[src/rtl/font_text_ctrl_pkg.sv]
// Shared font geometry, glyph codes, display modes and FSM states for the text overlay.
// Latency: n/a (declarations only).
// Backpressure: n/a.
package font_text_ctrl_pkg;

    localparam int GLYPH_W = 8;
    localparam int GLYPH_H = 16;

    localparam logic [1:0] GLYPH_NULL = 2'd0;
    localparam logic [1:0] GLYPH_I    = 2'd1;
    localparam logic [1:0] GLYPH_S    = 2'd2;
    localparam logic [1:0] GLYPH_A    = 2'd3;

    localparam logic [1:0] MODE_OFF    = 2'b00;
    localparam logic [1:0] MODE_STEADY = 2'b01;
    localparam logic [1:0] MODE_BLINK  = 2'b10;

    typedef enum logic [1:0] {
        ST_OFF  = 2'd0,
        ST_SHOW = 2'd1,
        ST_HIDE = 2'd2
    } state_t;

    function automatic logic [11:0] palette(input logic [11:0] base, input logic [1:0] idx);
        case (idx)
            2'd0:    return base;
            2'd1:    return 12'hF00;
            2'd2:    return 12'h0F0;
            default: return 12'h00F;
        endcase
    endfunction

endpackage

[src/rtl/font_text_ctrl_blink.sv]
// Frame-paced display state machine (off/steady/blink) with optional palette index (COLOR_CYCLE_EN).
// Latency: state and text_visible update on the edge that samples frame_tick.
// Backpressure: none; frame_tick is a free-running pulse.
module blink_fsm
    import font_text_ctrl_pkg::*;
#(
    parameter int BLINK_FRAMES = 30
) (
    input  logic       clk,
    input  logic       reset,
    input  logic       frame_tick,
    input  logic [1:0] mode,
    output logic       text_visible
`ifdef COLOR_CYCLE_EN
    ,
    output logic [1:0] color_idx
`endif
);

    localparam logic [7:0] CNT_LAST = 8'(BLINK_FRAMES - 1);

    state_t     state, state_nxt;
    logic [7:0] cnt, cnt_nxt;
    logic [1:0] mode_q;
    logic [1:0] mode_eff;
    logic       is_off, is_blink;

    // The mode latched on this tick already governs this tick's transition.
    assign mode_eff = frame_tick ? mode : mode_q;
    assign is_off   = (mode_eff == MODE_OFF);
    assign is_blink = (mode_eff == MODE_BLINK);

    always_ff @(posedge clk) begin
        if (reset) begin
            state  <= ST_OFF;
            cnt    <= 8'd0;
            mode_q <= MODE_OFF;
        end else if (frame_tick) begin
            state  <= state_nxt;
            cnt    <= cnt_nxt;
            mode_q <= mode;
        end
    end

    always_comb begin
        state_nxt = state;
        cnt_nxt   = cnt;
        case (state)
            ST_OFF: begin
                if (!is_off) begin
                    state_nxt = ST_SHOW;
                    cnt_nxt   = 8'd0;
                end
            end
            ST_SHOW: begin
                if (is_off) begin
                    state_nxt = ST_OFF;
                end else if (is_blink && cnt == CNT_LAST) begin
                    state_nxt = ST_HIDE;
                    cnt_nxt   = 8'd0;
                end else if (is_blink) begin
                    cnt_nxt = cnt + 8'd1;
                end else begin
                    cnt_nxt = 8'd0;
                end
            end
            ST_HIDE: begin
                if (is_off) begin
                    state_nxt = ST_OFF;
                end else if (!is_blink || cnt == CNT_LAST) begin
                    state_nxt = ST_SHOW;
                    cnt_nxt   = 8'd0;
                end else begin
                    cnt_nxt = cnt + 8'd1;
                end
            end
            default: begin
                state_nxt = ST_OFF;
                cnt_nxt   = 8'd0;
            end
        endcase
    end

    always_comb begin
        text_visible = (state == ST_SHOW);
    end

`ifdef COLOR_CYCLE_EN
    always_ff @(posedge clk) begin
        if (reset) begin
            color_idx <= 2'd0;
        end else if (frame_tick) begin
            if (!is_off && !is_blink)
                color_idx <= 2'd0;
            else if (state == ST_HIDE && state_nxt == ST_SHOW)
                color_idx <= color_idx + 2'd1;
        end
    end
`endif

endmodule

[src/rtl/font_text_ctrl.sv]
// Renders "ISA" from the glyph ROM at (X0,Y0); palette cycling under COLOR_CYCLE_EN.
// Latency: pixel_x/pixel_y/video_on to rgb is exactly 2 cycles (1 ROM read + 1 output register).
// Backpressure: none; streams one pixel per clock in lockstep with the sync generator.
module font_text_ctrl
    import font_text_ctrl_pkg::*;
#(
    parameter logic [9:0]  X0           = 10'd288,
    parameter logic [9:0]  Y0           = 10'd232,
    parameter int          NCHAR        = 3,
    parameter int          BLINK_FRAMES = 30,
    parameter logic [11:0] FG_COLOR     = 12'hFFF,
    parameter logic [11:0] BG_COLOR     = 12'h000
) (
    input  logic        clk,
    input  logic        reset,
    input  logic [9:0]  pixel_x,
    input  logic [9:0]  pixel_y,
    input  logic        video_on,
    input  logic        frame_tick,
    input  logic [1:0]  mode,
    output logic [5:0]  rom_addr,
    input  logic [7:0]  rom_data,
    output logic [11:0] rgb,
    output logic        text_visible
);

    // 11-bit bounds so the box end cannot wrap past column 1023.
    localparam logic [10:0] X_END = 11'(X0) + 11'(GLYPH_W * NCHAR);
    localparam logic [10:0] Y_END = 11'(Y0) + 11'(GLYPH_H);

    logic        in_box;
    logic [1:0]  col;
    logic [3:0]  row;
    logic [2:0]  bit_sel_d1;
    logic        in_box_d1;
    logic        video_on_d1;
    logic        pixel;
    logic [11:0] fg;

    assign in_box = ({1'b0, pixel_x} >= {1'b0, X0}) && ({1'b0, pixel_x} < X_END) &&
                    ({1'b0, pixel_y} >= {1'b0, Y0}) && ({1'b0, pixel_y} < Y_END);
    assign col = 2'((pixel_x - X0) >> 3);
    assign row = 4'(pixel_y - Y0);

    always_comb begin
        rom_addr = 6'h00;
        if (!reset && in_box)
            rom_addr = {GLYPH_I + col, row};
    end

    // Stage 1 lines up with the ROM's registered read of last cycle's address.
    always_ff @(posedge clk) begin
        if (reset) begin
            bit_sel_d1  <= 3'd0;
            in_box_d1   <= 1'b0;
            video_on_d1 <= 1'b0;
        end else begin
            bit_sel_d1  <= pixel_x[2:0] - X0[2:0];
            in_box_d1   <= in_box;
            video_on_d1 <= video_on;
        end
    end

    assign pixel = rom_data[3'd7 - bit_sel_d1] & in_box_d1 & text_visible;

`ifdef COLOR_CYCLE_EN
    logic [1:0] color_idx;

    blink_fsm #(.BLINK_FRAMES(BLINK_FRAMES)) u_blink (
        .clk          (clk),
        .reset        (reset),
        .frame_tick   (frame_tick),
        .mode         (mode),
        .text_visible (text_visible),
        .color_idx    (color_idx)
    );

    assign fg = palette(FG_COLOR, color_idx);
`else
    blink_fsm #(.BLINK_FRAMES(BLINK_FRAMES)) u_blink (
        .clk          (clk),
        .reset        (reset),
        .frame_tick   (frame_tick),
        .mode         (mode),
        .text_visible (text_visible)
    );

    assign fg = FG_COLOR;
`endif

    always_ff @(posedge clk) begin
        if (reset)
            rgb <= 12'h000;
        else if (!video_on_d1)
            rgb <= 12'h000;
        else
            rgb <= pixel ? fg : BG_COLOR;
    end

endmodule

[config.mk]
export PLATFORM = sky130hd
export DESIGN_NAME = font_text_ctrl
export DESIGN_NICKNAME = d
export VERILOG_FILES = /design/src/rtl/font_text_ctrl_pkg.sv /design/src/rtl/font_text_ctrl_blink.sv /design/src/rtl/font_text_ctrl.sv
export SDC_FILE = /design/constraint.sdc
export NUM_CORES = 1
export LEC_CHECK = 0
export CORE_MARGIN = 2
export CORE_UTILIZATION = 40
export CTS_CLUSTER_DIAMETER = 100
export CTS_CLUSTER_SIZE = 30
export DETAILED_ROUTE_END_ITERATION = 8
export HOLD_SLACK_MARGIN = 0.15
export PLACE_DENSITY_LB_ADDON = 0.08
export SETUP_SLACK_MARGIN = 0.05
export SYNTH_ARGS = -nofsm -noshare
export SYNTH_HDL_FRONTEND = slang
export SYNTH_SLANG_ARGS = --single-unit
export TNS_END_PERCENT = 100
[constraint.sdc]
create_clock -name clk -period 2.8 [get_ports clk]
set_input_delay 0.56 -clock clk [delete_from_list [all_inputs] [get_ports clk]]
set_output_delay 0.56 -clock clk [all_outputs]
set_load 0.03 [all_outputs]
# After elaboration in Yosys (flattened, before gate mapping)
# Cells that the tools add are included.
[word_totals]
output_inout_bits = 19
register_bits = 29
wordCells = 60
input_bits = 34
[classes]
reduce_logical = 13
n_lt_le_gt_ge = 5
mux = 18
bitwise = 3
add_sub_neg = 5
eq_ne = 9
[ops]
columns = ["operator", "n"]
rows = [
  ["8-bit 2-to-1 mux", 6],
  ["8-bit one-hot mux with 3 select lines", 1],
  ["12-bit 2-to-1 mux", 1],
  ["2-bit 2-to-1 mux", 6],
  ["10-bit by 8-bit greater-or-equal comparator with 1-bit output (second input constant)", 1],
  ["10-bit by 9-bit greater-or-equal comparator with 1-bit output (second input constant)", 1],
  ["10-bit by 8-bit less-than comparator with 1-bit output (second input constant)", 1],
  ["10-bit by 9-bit less-than comparator with 1-bit output (second input constant)", 1],
  ["8-bit by 1-bit adder with 8-bit output (second input constant)", 1],
  ["8-bit by 5-bit == test with 1-bit output (second input constant)", 1],
  ["4-bit AND reduction", 2],
  ["6-bit 2-to-1 mux", 1],
  ["2-bit != test (second input constant)", 3],
  ["3-bit by 1-bit != test with 1-bit output (second input constant)", 2],
  ["2-bit one-hot mux with 3 select lines", 1],
  ["1-bit logical AND", 5],
  ["5-bit by 1-bit subtractor with 5-bit output (second input constant)", 1],
  ["2-bit == test (second input constant)", 2],
  ["2-bit zero test", 2],
  ["3-bit by 4-bit less-than comparator with 1-bit output (second input constant)", 1],
  ["4-bit subtractor (second input constant)", 1],
  ["1-bit binary-select mux with 3-bit select", 1],
  ["3-bit subtractor (first input constant)", 1],
  ["1-bit by 2-bit adder with 2-bit output (first input constant)", 1],
  ["7 further kinds", 9],
]

# Logic depth before layout (Yosys ltp)
# Gate-level depths: netlist of run 1.
[logic_depth]
word_depth = 7
depth_mapped = 8
mapped_depth_nobuf = 7

# By module
# A second synthesis of run 1 with hierarchy kept.
[unflattened]
hier_cells = 134
hier_area_um2 = 1234.9
[modules_own_cells]
columns = ["mod", "area_per_inst_um2", "instances", "seq_area_each_um2", "cells_per_inst"]
rows = [
  ["blink_fsm", 802.0, 1, 240.2, 91],
  ["font_text_ctrl", 432.9, 1, 120.1, 43],
]

# Worst setup path before layout of run 1
# OpenSTA, ideal clock, no wires.
[synth_timing]
path_type = "input-to-reg"
startpoint = "in frame_tick"
endpoint = "reg u_blink.state[0]"
arrival_time_ns = 2.192
required_ns = 2.730
stages = 6
setup_time_ns = 0.070
path_buffers = 1
path_slack_ns = 0.537
path_cell_list = "buf_6 > or3_4 > and3_4 > o32a_1 > or4_1 > a21oi_1"
[synth_between]
elab_chain_len = 6
word_cells_on_any_way = 13
cone_classes = "eq/ne: 4; mux: 4; reduce/logical: 5"
[synth_lines]
columns = ["element", "line", "text"]
rows = [
  ["start, declared", "font_text_ctrl.sv:19", "input logic frame_tick,"],
  ["2-bit 2-to-1 mux", "n/a", ""],
  ["2-bit == test", "font_text_ctrl_blink.sv:31", "assign is_blink = (mode_eff == MODE_BLINK);"],
  ["1-bit zero test", "font_text_ctrl_blink.sv:70", "end else if (!is_blink || cnt == CNT_LAST) begin"],
  ["1-bit logical OR", "font_text_ctrl_blink.sv:70", ""],
  ["3-bit by 1-bit != test with 1-bit output (no source line)", "n/a", ""],
  ["4-bit AND reduction (no source line)", "n/a", ""],
  ["end signal, assigned", "font_text_ctrl_blink.sv:39", "state <= state_nxt;"],
  ["end, declared", "font_text_ctrl_blink.sv:22", "state_t state, state_nxt;"],
]
# Several ways; a longest one is shown, not always the timed one.
# A chain may end at the register's enable or synchronous reset.

# Final worst setup path of run 1
[layout_timing]
startpoint = "in pixel_x[5]"
endpoint = "out rom_addr[4]"
[layout_between]
elab_chain_len = 6
word_cells_on_any_way = 7
cone_classes = "order compare: 2; mux: 1; reduce/logical: 4"
[layout_lines]
columns = ["element", "line", "text"]
rows = [
  ["start, declared", "font_text_ctrl.sv:16", "input logic [9:0] pixel_x,"],
  ["10-bit by 9-bit greater-or-equal comparator with 1-bit output / 10-bit by 9-bit less-than comparator with 1-bit output (equally long branches)", "font_text_ctrl.sv:40", "assign in_box = ({1'b0, pixel_x} >= {1'b0, X0}) && ({1'b0, pixel_x} < X_END) &&"],
  ["1-bit logical AND * (2 in a row)", "font_text_ctrl.sv:40", ""],
  ["1-bit logical AND *", "font_text_ctrl.sv:41", "({1'b0, pixel_y} >= {1'b0, Y0}) && ({1'b0, pixel_y} < Y_END);"],
  ["1-bit logical AND *", "font_text_ctrl.sv:47", "if (!reset && in_box)"],
  ["6-bit 2-to-1 mux *", "font_text_ctrl.sv:47", ""],
  ["end, declared", "font_text_ctrl.sv:21", "output logic [5:0] rom_addr,"],
]
# Mark *: on every way between the ends. The rest lies on a longest branch, timed or not.

==> results.py, run 1 <==
metrics = {
    "status": {
        "status": "completed",
    },
    "placement": {
        "io_buffer_count": 52,
        "dp_hpwl_um": 1917,
        "pre_cts_ws_ns": -0.04973,
        "gp_congestion": 0.7738,
        "placed_cell_area_um2": 1549,
    },
    "pwr": {
        "p_per_area_nw_per_um2": 347.4,
        "ir_worst_vdd_v": 0.0002811,
        "p_leak_nw": 0.6417,
    },
    "sta": {
        "setup-violations-final": 0,
        "finalWorstSetupSlack_ns": 0.1983,
        "fmax_mhz": 384.4,
        "tns_ns": 0,
        "finalCritPeriodShare": 0.9292,
        "drv_slew": 0,
        "tightest_slew_ns": 0.3260,
        "slew_headroom": 0.7820,
        "fin_crit_ns": 2.602,
        "hold_viol": 0,
        "rsz0062_at_grt": "no",
        "skew_ns": 0.006518,
    },
    "die": {
        "row_count": 18,
        "initial_utilization": 0.4301,
        "coreArea_um2": 2522,
        "die-area_um2": 3144,
        "die_h_um": 56.08,
        "die_x_um": 56.08,
        "io_pins": 53,
    },
    "routing": {
        "drt-wirelength-per-cell_um": 11.67,
        "drc_errors": 0,
        "wirelength_um": 2299,
        "drt.antenna.violating_nets": 0,
        "drtIter0Drc": 19,
        "dr_total_vias": 1002,
        "routed_via_density": 5.086,
        "dr.pass1.iters": 4,
    },
    "synthesis": {
        "synth_fa_ha_area_frac": 0.06920,
        "synth_edf_count": 0,
        "async_flop_share": 0,
        "synth_cell_types": 37,
        "synth_top_family_by_area": "simple AND/OR/NAND/NOR gates",
        "synth_warnings": 0,
        "ys_seq_area_frac": 0.3322,
        "syn_nets": 160,
        "ys_ff_latch": 18,
        "synthSimpleGateAreaFrac": 0.2837,
        "yosys.area_share.xor_xnor": 0.07266,
        "synth.area.mux_share": 0.06920,
        "synth_compound_area_frac": 0.06574,
        "synthFlopType": "dfxtp_1",
        "syn_area_um2": 1085,
        "synth_commonest_cells": "dfxtp_1 (18), nor2_1 (18), buf_4 (11)",
        "synth_top_area_frac": 0.3322,
        "synth_top_area_cell": "dfxtp_1",
        "synthCells": 120,
        "avgSynthCellArea_um2": 9.040,
        "netlist_top_cells_area": "dfxtp_1 (33%), buf_4 (7.6%), ha_1 (6.9%), nor2_1 (6.2%), xor2_1 (4.8%)",
    },
    "global_route": {
        "grt_pass1_vias": 1013,
        "grt_start_max_net_pins": 13,
        "grt_first_pass_wirelength_um": 4084,
        "grt_remaining_overflow": 0,
        "grt_use_total": 0.1602,
        "antenna_found_initial": 0,
    },
    "layout": {
        "fin_area_um2": 1607,
        "nets": 208,
        "num_antenna_cells": 0,
        "areaGrowthSynthToFinish_pct": 48.10,
        "drive_gt1_frac": 0.1497,
        "final_util": 0.6369,
    },
    "critical_path": {
        "reg2reg_slack_ns": 0.78,
        "cp-endpoint": "rom_addr[4]",
        "cp_max_fo": 4,
        "crit_path_start": "pixel_x[5]",
        "rr_worst_depth": 5,
        "r2r-end": "u_blink.state[0]",
        "start_kind": "input port",
        "regToRegStartpoint": "u_blink.mode_q[0]",
        "endpoint_kind": "output port",
        "crit_required_ns": 2.24,
        "worstSetupPathType": "input port to output port",
        "arrival_ns": 2.04,
    },
    "clock_tree": {
        "cts_root_buf": "clkbuf_4",
        "cts.reportedPaths.clkPinSlew_ns": 0.11,
        "tritoncts": "yes",
        "worstSkewPairLatency_ns": 0.30,
        "numCtsBuffers": 3,
        "cts.path.max_buffers": 2,
        "cts.sinks": 18,
        "cts.htree.levels": 1,
    },
    "min_path": {
        "min_path_cells": 2,
        "hold_start": "in_box_d1",
        "hold_class": "register to register",
    },
    "job": {
        "max_cap_viol_count": 0,
    },
}
## repair_timing
action	CTS	global route
hold endpoints to repair	0	0
hold buffers	0	0
endpoints found under the setup margin	0	3
buffers inserted	0	2
gates resized for setup	0	1
## per-layer routing
| layer | vias up | global-route usage | part of all wire |
|---|---|---|---|
| met5 | - | 0 | 0 |
| met4 | 0 | 0.04422 | 0.010 |
| met3 | 5 | 0.05581 | 0.074 |
| met2 | 40 | 0.2992 | 0.52 |
| met1 | 454 | 0.1676 | 0.40 |
| li1 | 503 | - | - |
## flip-flops by register name (all words and copies together) (netlist names)
| register | flops |
|---|---|
| rgb | 1 |
| video_on_d1 | 1 |
| in_box_d1 | 1 |
| u_blink.state | 2 |
| u_blink.mode_q | 2 |
| u_blink.cnt | 8 |
| bit_sel_d1 | 3 |
## layout by cell type (no fill, tap or decap), types with 4 or more instances in the layout
cell type / instances
nand2_1: 6
xor2_1: 6
inv_1: 4
clkdlybuf4s50_1: 46
ha_1: 6
dfxtp_1: 18
nand4_1: 6
buf_4: 11
nor2b_1: 4
nor2_1: 18
## metrics by stage
stage                     instances   power, W  hold WS [ns]
final                           197  0.0005581        0.4604
after global routing            197  0.0005904        0.5082
after CTS                       195  0.0005618        0.4728
after detailed placement        191  0.0004004        0.4629
after global placement          191  0.0003982        0.4683
after floorplan                 120  0.0003367        0.4322
## final cells by class
class,count,area [um2]
Clock buffer,4,36.28
Fill cell,209,915.9
Timing Repair Buffer,57,543.0
Inverter,4,15.01
Multi-Input combinational cell,84,614.3
Tap cell,30,37.54
Sequential cell,18,360.3
## power breakdown
group / total (W) / switching, W / internal [W] / leakage [nW]
clock network: 0.000163 / 0.0000838 / 0.0000794 / 0.0210
registers: 0.000274 / 0.00000866 / 0.000265 / 0.147
logic: 0.000121 / 0.0000445 / 0.0000767 / 0.474
total: 0.000558 / 0.000137 / 0.000421 / 0.642
## cells by family (layout without fill, tap and decap cells)
group                    after synthesis  after routing
AND/OR/NAND/NOR                       54             54
adder cells (fa/ha/maj)                6              6
XOR/XNOR                               9              9
flip-flops                            18             18
AO/OA/AOI/OAI                         10             10
buffers and inverters                 18             65
multiplexers                           5              5
## critical path: stages
cell and delay, ns:
clkdlybuf4s50_1 0.46, nand4b_1 0.11, nor4b_2 0.27, nand4_1 0.18
buf_4 0.18, nor2_1 0.10, buf_4 0.17
## worst min path at each step
| stage | to | slack (ns) |
|---|---|---|
| floorplan | rgb[10] | 0.43 |
| global route | rgb[10] | 0.51 |
| CTS | rgb[10] | 0.47 |
| detailed placement | rgb[10] | 0.46 |
| finish | rgb[10] | 0.46 |
| global placement | rgb[10] | 0.47 |
(Power assumes the default switching activity.)
==> run 2, diff against run 1 <==
==> constraint.sdc (replaced) <==
create_clock -name clk -period 2.5 [get_ports clk]
set_input_delay 0.5 -clock clk [delete_from_list [all_inputs] [get_ports clk]]
set_output_delay 0.5 -clock clk [all_outputs]
set_load 0.03 [all_outputs]
==> run 2 against run 1 <==
Effect of this change: cell area is 6.7% higher; clock-buffer cell count stayed put; worst hold slack better by 0.0047 ns; clock power is 11% higher; critical path type is now input port to register.
==> results.py, run 2 (synthesis results as in run 1) <==
metrics = {
    "critical_path": {
        "crit_path_start": "frame_tick",
        "regToRegStartpoint": "u_blink.mode_q[0]",
        "slowest_stage": "or4_1",
        "endpoint_kind": "register",
        "path_cells": "clkdlybuf4s50_1 > or3b_1 > and3_4 > o32a_1 > or4_1 > a21oi_1",
        "max_stage_delay_ns": 0.52,
        "cp_max_fo": 4,
        "crit_required_ns": 2.73,
        "arrival_ns": 2.61,
        "worstSetupPathType": "input port to register",
        "start_kind": "input port",
    },
    "layout": {
        "top_register": "u_blink.cnt",
        "num_antenna_cells": 0,
        "reg_top3": "u_blink.cnt (8), bit_sel_d1 (3)",
        "final_common_cell": "clkdlybuf4s50_1",
        "nets": 213,
        "fillCellCount": 196,
        "mostFrequentLayoutCells": "clkdlybuf4s50_1 (40), dfxtp_1 (18), nor2_1 (15), buf_4 (10)",
        "fin_area_um2": 1714,
        "drive_gt1_frac": 0.2093,
        "largest_reg_flops": 8,
        "areaGrowthSynthToFinish_pct": 58.02,
        "final_util": 0.6796,
    },
    "clock_tree": {
        "cts.reportedPaths.clkPinSlew_ns": 0.10,
        "cts.sinks": 18,
        "numCtsBuffers": 3,
        "cts_hold_buf": 0,
        "worstSkewPairLatency_ns": 0.29,
        "cts.htree.levels": 1,
        "tritoncts": "yes",
        "cts_root_buf": "clkbuf_4",
        "cts.path.max_buffers": 2,
    },
    "sta": {
        "drv_slew": 0,
        "hold_viol": 0,
        "setup-violations-final": 0,
        "rsz0062_at_grt": "no",
        "skew_ns": 0.001160,
        "slew_headroom": 0.7828,
        "fmax_mhz": 421.4,
        "finalCritPeriodShare": 0.9491,
        "tightest_slew_ns": 0.3247,
        "fin_crit_ns": 2.373,
    },
    "placement": {
        "placed_cell_area_um2": 1587,
        "dp_hpwl_um": 1917,
        "gp_congestion": 0.7388,
        "io_buffer_count": 52,
    },
    "status": {
        "status": "completed",
    },
    "die": {
        "die_h_um": 56.08,
        "die_x_um": 56.08,
        "coreArea_um2": 2522,
        "initial_utilization": 0.4301,
        "row_count": 18,
        "io_pins": 53,
        "die-area_um2": 3144,
    },
    "global_route": {
        "antenna_found_initial": 0,
        "grt_remaining_overflow": 0,
        "grt_start_max_net_pins": 13,
        "grt_use_total": 0.1562,
        "grt_first_pass_wirelength_um": 3995,
        "grt_pass1_vias": 1022,
    },
    "routing": {
        "top_layer": "met4",
        "drtIter0Drc": 8,
        "wl_met3_um": 173,
        "dr_total_vias": 1019,
        "met2_wirelength_um": 1314,
        "drt.antenna.violating_nets": 0,
        "wirelength_um": 2467,
        "wl_met1_um": 968,
        "dr.pass1.iters": 2,
        "routed_via_density": 5.045,
        "drt-wirelength-per-cell_um": 12.21,
        "drc_errors": 0,
    },
    "job": {
        "max_cap_viol_count": 0,
    },
    "pwr": {
        "p_per_area_nw_per_um2": 368.3,
        "power.share.combinational": 0.228,
        "swShare": 0.2461,
        "p_int_w": 0.0004760,
        "ir_worst_vdd_v": 0.0003011,
        "clkPwrFrac": 0.286,
        "switchingPower_w": 0.0001554,
        "power_frac_seq": 0.486,
        "p_leak_nw": 0.7316,
    },
    "min_path": {
        "hold_start": "in_box_d1",
        "hold_class": "register to register",
    },
}
==> run 2: cell count changes in the layout (fill, tap and decap cells not counted) <==
cell and delta:
buf_4 -1, xnor2_1 -1, and2_4 +1, nor2_1 -3, clkdlybuf4s50_1 -6, xnor2_2 +1
inv_1 -1, nor2_4 +3, inv_2 +1, dlymetal6s2s_1 +6, buf_6 +6, and2_1 -1
==> run 2: routing by layer <==
metal / vias up / global-route usage
li1: 515 / -
met1: 465 / 0.1657
met2: 37 / 0.2975
met3: 2 / 0.04884
met4: 0 / 0.03401
met5: - / 0
==> run 2: stage by stage <==
stage | setup slack [ns] | hold WS (ns) | TNS, ns | total power [W] | std cells
global placement | -0.1380 | 0.4646 | -0.2194 | 0.0004514 | 196
global route | 0.02201 | 0.4910 | 0 | 0.0006698 | 202
finish | 0.1271 | 0.4652 | 0 | 0.0006313 | 202
CTS | 0.07609 | 0.4762 | 0 | 0.0006358 | 201
floorplan | 0.2970 | 0.4322 | 0 | 0.0003771 | 120
detailed placement | -0.1907 | 0.4576 | -0.4169 | 0.0004537 | 196
==> run 2: power by group through the flow <==
stage | clock network (W) | logic, W | registers, W
2_1_floorplan | 0 | 0.0000662 | 0.000311
3_3_place_gp | 0 | 0.000138 | 0.000313
3_5_place_dp | 0 | 0.000141 | 0.000313
4_1_cts | 0.000187 | 0.000142 | 0.000306
5_1_grt | 0.000203 | 0.000158 | 0.000309
6_report | 0.000181 | 0.000144 | 0.000307
==> run 2: cell type report <==
type	instances	area (um2)	area share
timing repair buffer	62	618.1	0.3606
clock buffer	4	36.28	0.02117
inverter	4	15.01	0.008759
sequential	18	360.3	0.2102
tap	30	37.54	0.02190
multi-input combinational	84	646.9	0.3774
==> run 2: worst paths after layout <==
path / endpoint / slack [ns] / cells past startpoint
worst max register to register: u_blink.state[0] / 0.49 / 5
worst min-delay path: rgb[10] / 0.47 / 2
worst min register to register: rgb[10] / 0.47 / 2
worst max-delay path: u_blink.state[0] / 0.13 / 6
==> run 2: timing repair <==
action | CTS | global route
endpoints found under the setup margin | 3 | 6
gates cloned | 0 | 0
setup buffers | 1 | 1
gates resized for setup | 1 | 21
pin swaps | 1 | 5
==> run 2: worst max-delay path, delay by kind of cell <==
family,cells,cell delay (ns)
AOI/OAI and AO/OA,2,0.52
buffers and inverters,1,0.51
and+or+nand+nor,3,1.08
==> run 3, diff against run 2 <==
--- a/config.mk
+++ b/config.mk
@@ -12,6 +12,7 @@
 export DETAILED_ROUTE_END_ITERATION = 8
 export HOLD_SLACK_MARGIN = 0.15
 export PLACE_DENSITY_LB_ADDON = 0.08
+export RECOVER_POWER = 25
 export SETUP_SLACK_MARGIN = 0.05
 export SYNTH_ARGS = -nofsm -noshare
 export SYNTH_HDL_FRONTEND = slang
==> run 3 against run 2 <==
Effect of this change: worst setup slack got worse by 0.0050 ns; utilization fell by 0.15 points; global-route usage did not move; wire length rose by 0.28%; worst hold slack improved by 0.0015 ns; cell area fell by 0.22%; critical endpoint unchanged; largest power group unchanged.
==> results.py, run 3 (synthesis results as in run 1) <==
metrics = {
    "clock_tree": {
        "cts_root_buf": "clkbuf_4",
        "worstSkewPairLatency_ns": 0.29,
        "cts.sinks": 18,
        "cts.reportedPaths.clkPinSlew_ns": 0.10,
        "numCtsBuffers": 3,
        "tritoncts": "yes",
        "cts_hold_buf": 0,
        "cts.htree.levels": 1,
        "cts.path.max_buffers": 2,
    },
    "sta": {
        "fmax_mhz": 420.5,
        "finalWorstSetupSlack_ns": 0.1221,
        "skew_ns": 0.001058,
        "setup-violations-final": 0,
        "rsz0062_at_grt": "no",
        "hold_viol": 0,
        "drv_slew": 0,
        "hold_ws_ns": 0.4667,
        "tightest_slew_ns": 0.4997,
        "finalCritPeriodShare": 0.9512,
        "fin_crit_ns": 2.378,
        "slew_headroom": 0.6669,
    },
    "critical_path": {
        "reg2reg_slack_ns": 0.48,
        "cp_max_fo": 4,
        "path_cells": "clkdlybuf4s50_1 > or3b_1 > and3_4 > o32a_1 > or4_1 > a21oi_1",
        "max_stage_delay_ns": 0.52,
        "endpoint_kind": "register",
        "rr_worst_depth": 5,
        "arrival_ns": 2.61,
        "worstSetupPathType": "input port to register",
        "regToRegStartpoint": "u_blink.mode_q[0]",
        "r2r-end": "u_blink.state[0]",
        "crit_buf_inv": 1,
        "slowest_stage": "or4_1",
        "start_kind": "input port",
        "crit_required_ns": 2.73,
        "crit_family": "simple AND/OR/NAND/NOR gates",
    },
    "global_route": {
        "grt_remaining_overflow": 0,
        "grt_start_max_net_pins": 13,
        "antenna_found_initial": 0,
        "grt_first_pass_wirelength_um": 3995,
        "grt_use_total": 0.1562,
        "grt_pass1_vias": 1022,
    },
    "placement": {
        "pre_cts_ws_ns": -0.1907,
        "gp_congestion": 0.7388,
        "io_buffer_count": 52,
        "dp_hpwl_um": 1917,
    },
    "die": {
        "initial_utilization": 0.4301,
        "row_count": 18,
        "die_x_um": 56.08,
        "io_pins": 53,
        "die-area_um2": 3144,
        "coreArea_um2": 2522,
        "die_h_um": 56.08,
    },
    "layout": {
        "final_common_cell": "clkdlybuf4s50_1",
        "num_antenna_cells": 0,
        "reg_top3": "u_blink.cnt (8), bit_sel_d1 (3)",
        "top_register": "u_blink.cnt",
        "areaGrowthSynthToFinish_pct": 57.67,
        "mostFrequentLayoutCells": "clkdlybuf4s50_1 (40), dfxtp_1 (18), nor2_1 (15), buf_4 (9)",
        "drive_gt1_frac": 0.2035,
        "largest_reg_flops": 8,
        "nets": 213,
    },
    "job": {
        "max_cap_viol_count": 0,
    },
    "routing": {
        "drt-wirelength-per-cell_um": 12.25,
        "drtIter0Drc": 8,
        "dr.pass1.iters": 2,
        "wirelength_um": 2474,
        "dr_total_vias": 1020,
        "drc_errors": 0,
        "routed_via_density": 5.050,
        "drt.antenna.violating_nets": 0,
    },
    "pwr": {
        "ir_worst_vdd_v": 0.0003010,
        "p_leak_nw": 0.7280,
        "p_per_area_nw_per_um2": 368.7,
    },
    "min_path": {
        "hold_class": "register to register",
        "hold_start": "in_box_d1",
        "holdPathEnd": "rgb[10]",
        "min_path_cells": 2,
    },
    "status": {
        "status": "completed",
    },
}
## run 3: cell types whose count changed in the layout (fill, tap and decap cells not counted), sizes merged
cell	delta
buf	-1
clkbuf	+1
## run 3: per-stage QoR
stage	std cells	utilization	instance area (um2)	power (W)	setup TNS (ns)
floorplan	120	-	1085	0.0003771	0
global placement	196	0.6290	1587	0.0004514	-0.2194
detailed placement	196	0.6290	1587	0.0004537	-0.4169
CTS	201	0.6488	1637	0.0006358	0
global route	202	0.6781	1710	0.0006690	0
finish	202	0.6781	1710	0.0006306	0
## run 3: where the power goes
part	switching (W)	total [W]	leakage [nW]	internal (W)
clock	0.0000917	0.000180	0.0210	0.0000887
combinational	0.0000536	0.000143	0.560	0.0000897
sequential	0.00000995	0.000307	0.147	0.000297
## run 3: worst max path at each step
stage	from	endpoint	slack (ns)	depth (start not counted)
floorplan	frame_tick	u_blink.state[0]	0.30	6
detailed placement	frame_tick	u_blink.state[0]	-0.19	6
finish	frame_tick	u_blink.state[0]	0.12	6
global placement	frame_tick	u_blink.state[0]	-0.14	6
global route	pixel_x[7]	rom_addr[1]	0.02	6
CTS	pixel_x[5]	rom_addr[3]	0.08	7
## run 3: what timing repair did
item,CTS,global route
endpoints found under the setup margin,3,6
pin swaps,1,5
resized for setup,1,21
buffers inserted,1,1
## run 3: area by class of cell
type,count,area [um2]
multi-input combinational,84,646.9
tap,30,37.54
timing repair buffer,62,614.3
fill,198,812.0
clock buffer,4,36.28
inverter,4,15.01
sequential,18,360.3
## run 3: worst reg2reg max path: stages (launching register included)
cell and delay (ns):
dfxtp_1 0.34, or3_4 0.39, and3_4 0.19, o32a_1 0.38, or4_1 0.52, a21oi_1 0.14
## run 3: layer usage
metal / share of wire / global-route usage
met1: 0.39 / 0.1657
met2: 0.53 / 0.2975
met3: 0.070 / 0.04884
met4: 0.0044 / 0.03401
met5: 0 / 0
